File: config.mk
export PLATFORM = sky130hd
export DESIGN_NAME = adc_avg_filter
export DESIGN_NICKNAME = d
export VERILOG_FILES = /design/src/rtl/adc_pkg.sv /design/src/rtl/adc_avg_ram.sv /design/src/rtl/adc_avg_filter.sv
export SDC_FILE = /design/constraint.sdc
export NUM_CORES = 1
export LEC_CHECK = 0
export ABC_AREA = 1
export CAP_MARGIN = 20
export CORE_MARGIN = 2
export CORE_UTILIZATION = 60
export CTS_CLUSTER_DIAMETER = 120
export DETAILED_ROUTE_END_ITERATION = 16
export GPL_ROUTABILITY_DRIVEN = 0
export PLACE_DENSITY = 0.79
export RECOVER_POWER = 100
export SLEW_MARGIN = 0
export SYNTH_ARGS = -nofsm -noshare
export SYNTH_HDL_FRONTEND = slang
export SYNTH_SLANG_ARGS = --single-unit
export TNS_END_PERCENT = 20
File: constraint.sdc
create_clock -name clk -period 3.4 [get_ports clk]
set_input_delay 0.68 -clock clk [delete_from_list [all_inputs] [get_ports clk]]
set_output_delay 0.68 -clock clk [all_outputs]
set_load 0.005 [all_outputs]
File: src/rtl/adc_pkg.sv
// Shared definitions for the ADC averaging filter: sample width, FSM states
// and the accumulator width helper.
package adc_pkg;

  localparam int ADC_W = 12;

  typedef enum logic [1:0] {
    ST_IDLE    = 2'd0,
    ST_UPDATE  = 2'd1,
    ST_PUBLISH = 2'd2
  } state_e;

  // Running sum of 2^depth_log2 full-scale samples fits exactly in this width.
  function automatic int sum_width(input int depth_log2);
    return ADC_W + depth_log2;
  endfunction

endpackage

File: src/rtl/adc_avg_ram.sv
// Circular sample buffer for the averaging window: one write port,
// asynchronous read, every entry cleared while rst is low.
module adc_avg_ram
  import adc_pkg::*;
#(
  parameter int DEPTH_LOG2 = 3
) (
  input  logic                  clk,
  input  logic                  rst,
  input  logic                  we,
  input  logic [DEPTH_LOG2-1:0] addr,
  input  logic [ADC_W-1:0]      wdata,
  output logic [ADC_W-1:0]      rdata
);

  localparam int DEPTH = 1 << DEPTH_LOG2;

  logic [ADC_W-1:0] mem_q [DEPTH];
  logic [ADC_W-1:0] mem_d [DEPTH];

  // NOTE: copy the whole array first so every path assigns mem_d and no latch is inferred.
  always_comb begin
    mem_d = mem_q;
    if (we) mem_d[addr] = wdata;
  end

  // NOTE: the buffer is deliberately reset; the running sum subtracts the
  // oldest entry during fill and relies on it being exactly zero.
  always_ff @(posedge clk) begin
    if (!rst) begin
      for (int i = 0; i < DEPTH; i++) mem_q[i] <= '0;
    end else begin
      mem_q <= mem_d;
    end
  end

  assign rdata = mem_q[addr];

endmodule

File: src/rtl/adc_avg_filter.sv
// Moving-average filter over 2^DEPTH_LOG2 ADC samples with a valid/ready
// result port and a sticky overrun flag.
module adc_avg_filter
  import adc_pkg::*;
#(
  parameter int DEPTH_LOG2 = 3
) (
  input  logic             clk,
  input  logic             rst,
  input  logic             convst,
  input  logic [ADC_W-1:0] sample_in,
  output logic [ADC_W-1:0] avg_data,
  output logic             avg_valid,
  input  logic             avg_ready,
  output logic             overrun,
  input  logic             ovr_clr,
  output logic             warm
);

  localparam int WIN    = 1 << DEPTH_LOG2;
  localparam int SUM_W  = sum_width(DEPTH_LOG2);
  localparam int FILL_W = DEPTH_LOG2 + 1;

  state_e                state_q, state_d;
  logic                  convst_q;
  logic                  primed_q, primed_d;
  logic [ADC_W-1:0]      sample_q, sample_d;
  logic [SUM_W-1:0]      sum_q, sum_d;
  logic [DEPTH_LOG2-1:0] wr_ptr_q, wr_ptr_d;
  logic [FILL_W-1:0]     fill_q, fill_d;
  logic                  warm_q, warm_d;
  logic [ADC_W-1:0]      avg_data_q, avg_data_d;
  logic                  avg_valid_q, avg_valid_d;
  logic                  overrun_q, overrun_d;

  logic [ADC_W-1:0] oldest;
  logic             convst_rise;
  logic             ovr_set;

  adc_avg_ram #(.DEPTH_LOG2(DEPTH_LOG2)) u_ram (
    .clk   (clk),
    .rst   (rst),
    .we    (state_q == ST_UPDATE),
    .addr  (wr_ptr_q),
    .wdata (sample_q),
    .rdata (oldest)
  );

  assign convst_rise = convst & ~convst_q;

  always_comb begin
    state_d     = state_q;
    primed_d    = primed_q;
    sample_d    = sample_q;
    sum_d       = sum_q;
    wr_ptr_d    = wr_ptr_q;
    fill_d      = fill_q;
    warm_d      = warm_q;
    avg_data_d  = avg_data_q;
    avg_valid_d = avg_valid_q;
    ovr_set     = 1'b0;

    if (avg_valid_q && avg_ready) avg_valid_d = 1'b0;

    unique case (state_q)
      ST_IDLE: begin
        // The first edge after reset only arms capture: the ADC output holds no conversion yet.
        if (convst_rise) begin
          if (!primed_q) begin
            primed_d = 1'b1;
          end else begin
            sample_d = sample_in;
            state_d  = ST_UPDATE;
          end
        end
      end
      ST_UPDATE: begin
        sum_d    = sum_q + SUM_W'(sample_q) - SUM_W'(oldest);
        wr_ptr_d = wr_ptr_q + DEPTH_LOG2'(1);
        if (!warm_q) begin
          fill_d = fill_q + FILL_W'(1);
          if (fill_q == FILL_W'(WIN - 1)) warm_d = 1'b1;
        end
        state_d = ST_PUBLISH;
      end
      ST_PUBLISH: begin
        // A publish that coincides with a handshake replaces accepted data, so it is not an overrun.
        if (warm_q) begin
          avg_data_d  = sum_q[SUM_W-1:DEPTH_LOG2];
          avg_valid_d = 1'b1;
          ovr_set     = avg_valid_q & ~avg_ready;
        end
        state_d = ST_IDLE;
      end
      default: state_d = ST_IDLE;
    endcase

    overrun_d = (overrun_q & ~ovr_clr) | ovr_set;
  end

  // NOTE: sequential state uses non-blocking assignments only, so every flop samples pre-edge values.
  always_ff @(posedge clk) begin
    if (!rst) begin
      state_q     <= ST_IDLE;
      convst_q    <= 1'b0;
      primed_q    <= 1'b0;
      sample_q    <= '0;
      sum_q       <= '0;
      wr_ptr_q    <= '0;
      fill_q      <= '0;
      warm_q      <= 1'b0;
      avg_data_q  <= '0;
      avg_valid_q <= 1'b0;
      overrun_q   <= 1'b0;
    end else begin
      state_q     <= state_d;
      convst_q    <= convst;
      primed_q    <= primed_d;
      sample_q    <= sample_d;
      sum_q       <= sum_d;
      wr_ptr_q    <= wr_ptr_d;
      fill_q      <= fill_d;
      warm_q      <= warm_d;
      avg_data_q  <= avg_data_d;
      avg_valid_q <= avg_valid_d;
      overrun_q   <= overrun_d;
    end
  end

  assign avg_data  = avg_data_q;
  assign avg_valid = avg_valid_q;
  assign overrun   = overrun_q;
  assign warm      = warm_q;

endmodule

## After elaboration in Yosys (flattened, before gate mapping)

Cells that the tools add are included.

| storage, ports and cells | value |
|---|---|
| flip-flop bits (word level) | 149 |
| input bits | 17 |
| output and inout bits | 15 |
| logic and storage cells | 63 |

| cells by class | value |
|---|---|
| add/sub/neg operators | 4 |
| magnitude comparators | 2 |
| equal/unequal tests | 5 |
| muxes and demuxes | 16 |
| bitwise logic cells | 9 |
| reduce and logical (&&, ||, !) cells | 8 |

Operator list:

| kind | count |
|---|---|
| $bwmux 96 | 1 |
| $bmux 12 s3 | 1 |
| $demux 12 s3 | 1 |
| $mux 12 | 3 |
| $add 15x12->15 | 1 |
| $sub 15x12->15 | 1 |
| $reduce_and 2->1 | 4 |
| $mux 1 | 7 |
| $add 4x1->4 const B | 1 |
| $eq 4x3->1 const B | 1 |
| $ge 4x4->1 const B | 1 |
| $lt 4x1->1 const B | 1 |
| $mux 2 | 2 |
| $ne 2x2->1 const B | 2 |
| $not 1->1 | 4 |
| $not 3->4 | 1 |
| $pmux 2 s2 | 1 |
| $add 3x1->3 const B | 1 |
| $and 1x1->1 | 3 |
| $reduce_and 3->1 | 1 |
| $eq 2x1->1 const B | 1 |
| $eq 2x2->1 const B | 1 |
| $logic_and 1x1->1 | 2 |
| $logic_not 2->1 | 1 |
| $or 1x1->1 | 1 |

## Longest topological paths before layout

| depth | value |
|---|---|
| word-level depth | 6 |
| mapped depth | 20 |
| gate-level depth less buffers | 20 |

## By module

From an unflattened synthesis, not the netlist that was laid out.

| unflattened totals | value |
|---|---|
| cells, all modules | 1179 |
| area total of the unflattened synthesis | 7662.3 um2 |

Modules (own cells, without submodules):

| module | instances | cells each | area an instance (um2) | sequential area each (um2) |
|---|---|---|---|---|
| adc_avg_ram | 1 | 729 | 4529.3 | 1921.8 |
| adc_avg_filter | 1 | 450 | 3133.0 | 1061.0 |

## Worst setup path before layout

No wires, ideal clock.

| timing | value |
|---|---|
| kind | register to register |
| start point | register wr_ptr_q[1] |
| end point | register sum_q[12] |
| library setup time | 0.109 ns |
| arrival | 2.654 ns |
| data required time | 3.291 ns |
| setup slack | 0.637 ns |
| cell stages (with the launch flop) | 16 |
| path buffers | 0 |
| clock period less this slack | 2.763 ns |
| cells stage by stage | dfxtp_1 -> nor2_1 -> clkinv_1 -> nor2_1 -> o21ai_0 -> o2111ai_1 -> fa_1 -> fa_1 -> inv_1 -> nand3_1 -> nand3_1 -> nand3_1 -> nand4_1 -> nand3_1 -> nand2_1 -> inv_1 |

| on the way | value |
|---|---|
| word-level cells in the longest chain between the ends | 5 |

Ends and longest elaborated chain:

| item | RTL line | text |
|---|---|---|
| from (decl) | adc_avg_filter.sv:29 | `logic [DEPTH_LOG2-1:0] wr_ptr_q, wr_ptr_d;` |
| from (signal assigned) | adc_avg_filter.sv:121 | `wr_ptr_q <= wr_ptr_d;` |
| $not 3->4 (not written as such) | adc_avg_ram.sv:37 | `assign rdata = mem_q[addr];` |
| $bmux 12 s3 | adc_avg_ram.sv:37 |  |
| $mux 12 (not written as such) (2 in a row) | adc_avg_ram.sv:37 |  |
| $sub 15x12->15 | adc_avg_filter.sv:78 | `sum_d = sum_q + SUM_W'(sample_q) - SUM_W'(oldest);` |
| to (signal assigned) | adc_avg_filter.sv:120 | `sum_q <= sum_d;` |
| to (decl) | adc_avg_filter.sv:28 | `logic [SUM_W-1:0] sum_q, sum_d;` |

No other way between the ends. The select of a mux whose other input is x is not followed.
A chain may end at the register's enable or synchronous reset.

## Final worst setup path

Same ends and word-level chain as after synthesis.

==> flow_summary.toml <==
[pwr]
total_power_mw = 4.25
vdd_drop_max_mv = 0.674
power_per_cell_area_mw_per_mm2 = 537
power.leakage_nw = 3.54

[floorplanning]
io_pins = 32
fp.dieW_um = 112
core_region_area_mm2 = 0.0114
die_area_mm2 = 0.0125
core.rowCount = 39
effective_utilization_at_floorplan = 0.613
dieHeight_um = 112

[final_layout]
area.growth.synth_to_final_pct = 13.7
layout.cells.most_common_list = "sky130_fd_sc_hd__o21ai_0 (171), sky130_fd_sc_hd__dfxtp_1 (149), sky130_fd_sc_hd__nor2_1 (148), sky130_fd_sc_hd__a21oi_1 (126), sky130_fd_sc_hd__inv_1 (99)"
layout_commonest_cell = "sky130_fd_sc_hd__o21ai_0"
num-nets-final = 1013
finalNonFillerCells = 1123
n_fill_cell = 947
drive_above_1_share = 0.0653
num_antenna_cells = 0

[setup_path]
max_stage_delay_ns = 0.52
path_cells = "nand2_1 -> inv_1 -> buf_12 -> o21ai_0 -> o2111ai_1 -> fa_1 -> fa_1 -> inv_1 -> nand3_1 -> nand3_1 -> nand3_1 -> nand4_1 -> nand3_1 -> nand2_1 -> inv_1"
slowest_stage_cell_crit_path = "sky130_fd_sc_hd__fa_1"
critPathBufInv = 4
data_arrival_time_of_the_critical_path_ns = 3.46
worst_setup_sp_type = "register"
endpoint_type_of_the_worst_setup_path = "register"
timing.critical_path.max_delay_family = "adder cells"
crit_path_frequent_cell = "sky130_fd_sc_hd__nand3_1"
critical_path_class = "register to register"
cp.required_ns = 3.74
path_max_fanout = 10

[placed_design]
numPortBuffers = 31
placed_cells_incl_taps = 1091
post-dp-hpwl_um = 11100

[grt]
grt_overflow = 0
grtUsageTotal = 0.286
maximum_number_of_pins_on_one_net_before_global_route_repair = 116
grt_first_pass_wirelength_um = 28600
grt_pass1_vias = 5866
antenna_violations_before_repair = 0

[sta]
hold-worst-slack_ns = 0.462
rsz0062_at_grt = "false"
tns_ns = 0
finalWorstPathRequiredPeriod_ns = 3.13
max_slew_margin = -0.215
maxClockFrequency_mhz = 320
tightest_slew_ns = 1.82
final.period_utilization = 0.920
maxSlewViolCount = 116
setup_viol = 0
final-hold-violation-count = 0
fin_skew_ns = 0.0115

[routing]
routed_wl_um = 17000
viasPerCell = 5.57
route.detailed.drc = 0
drt_pass1_iterations = 7
ant_nets = 0
route.vias.total = 6254
avgRoutedWirePerCell_um = 15.2
drt_iter0_markers = 553

[clock_network]
cts.root.buffer_cell = "sky130_fd_sc_hd__clkbuf_16"
tritoncts.num_buffers = 17
clk_transition_reported_paths_ns = 0.06
cts.htree.levels = 4
clock-sinks = 149
worstSkewPairLatency_ns = 0.44
tritoncts = "built"
cts.repair.resized = 0
cts-hold-fix-buffers = 0
cts_setup_buffers = 0
clock_tree.buffer_depth = 2

[yosys]
flop_and_latch_count_out_of_synthesis = 149
post-synth-top-area-cell = "sky130_fd_sc_hd__dfxtp_1"
yosysSeqAreaShare = 0.428
post_synth_edffs = 0
yosysWarningCount = 0
synth_top_area_frac = 0.428
netlist-cell-type-count = 29
mappedNetlistNets = 1004
mappedNetlistArea_mm2 = 0.00697
synth_async_sr_flop_share = 0
post_synth.cell_area_avg_um2 = 7.27
post_synth_inst_count = 958
synth.top_cells.by_area = "sky130_fd_sc_hd__dfxtp_1 (43%), sky130_fd_sc_hd__o21ai_0 (11%), sky130_fd_sc_hd__a21oi_1 (9.0%)"
synth_flop_cell = "sky130_fd_sc_hd__dfxtp_1"

[min_path]
min-delay-path-class = "register to register"

[outcome]
status = "finished, violations left"
violations_in_the_final_reports = "capacitance limit, slew limit"

[run]
max_cap_viol_count = 1
## sequential cells by signal, summed over array words and instances (netlist names)
register     flops
u_ram.mem_q     96
sum_q           15
avg_data        12
sample_q        12
fill_q           4
wr_ptr_q         3
state_q          2
avg_valid        1
convst_q         1
overrun          1
primed_q         1
warm             1
## final timing paths
path / from / to / slack, ns / cells past startpoint
hold reg to reg: overrun / overrun / 0.46 / 2
setup reg to reg: wr_ptr_q[1] / sum_q[12] / 0.27 / 15
hold / removal: overrun / overrun / 0.46 / 2
setup / recovery: wr_ptr_q[1] / sum_q[12] / 0.27 / 15
## cell families after synthesis
family,synth area share
flops,0.428
buf+inv,0.0995
compound gates,0.236
xor+xnor,0.00628
fa+ha+maj,0.0650
simple gates,0.165
## cells in the mapped netlist (12+ instances only)
cell	number
sky130_fd_sc_hd__nor2_1	147
sky130_fd_sc_hd__nand3_1	27
sky130_fd_sc_hd__fa_1	12
sky130_fd_sc_hd__o21ai_0	160
sky130_fd_sc_hd__a21oi_1	126
sky130_fd_sc_hd__ha_1	17
sky130_fd_sc_hd__clkbuf_1	28
sky130_fd_sc_hd__buf_2	12
sky130_fd_sc_hd__inv_1	98
sky130_fd_sc_hd__dfxtp_1	149
sky130_fd_sc_hd__o21ai_1	15
sky130_fd_sc_hd__inv_2	20
sky130_fd_sc_hd__nand2_1	96
## per-stage QoR
stage	area [um^2]	util	setup WS (ns)
3_5_place_dp	7350	0.647	0.335
6_report	7920	0.697	0.272
4_1_cts	7940	0.698	0.316
3_3_place_gp	7350	0.647	0.400
5_1_grt	7920	0.697	0.0343
2_1_floorplan	6970	-	0.637
## final cells by class
cell class                 count  area, um^2  area share
sequential                   149        2980       0.377
clock inverter                11         125      0.0158
tap                          143         179      0.0226
clock buffer                  21         460      0.0581
multi-input combinational    637        3290       0.415
inverter                     122         460      0.0581
timing repair buffer          40         423      0.0534
## power breakdown
part           total [mW]  switching [mW]  internal, mW  leakage (nW)
Combinational       0.607           0.395         0.212          2.05
Sequential           1.79          0.0152          1.77          1.20
Clock                1.86           0.739          1.12         0.283
## metal layers
layer,share of wire,track usage,up-vias
met1,0.46,0.395,2838
met4,0.018,0.107,0
met2,0.45,0.443,206
met3,0.071,0.0631,31
met5,0,0,-
li1,-,-,3179
## worst min-delay path, stage by stage (launching register included)
cell	delay, ns
sky130_fd_sc_hd__dfxtp_1	0.31
sky130_fd_sc_hd__nand2_1	0.06
sky130_fd_sc_hd__a21oi_1	0.05
Power figures use the tool's default switching activity.
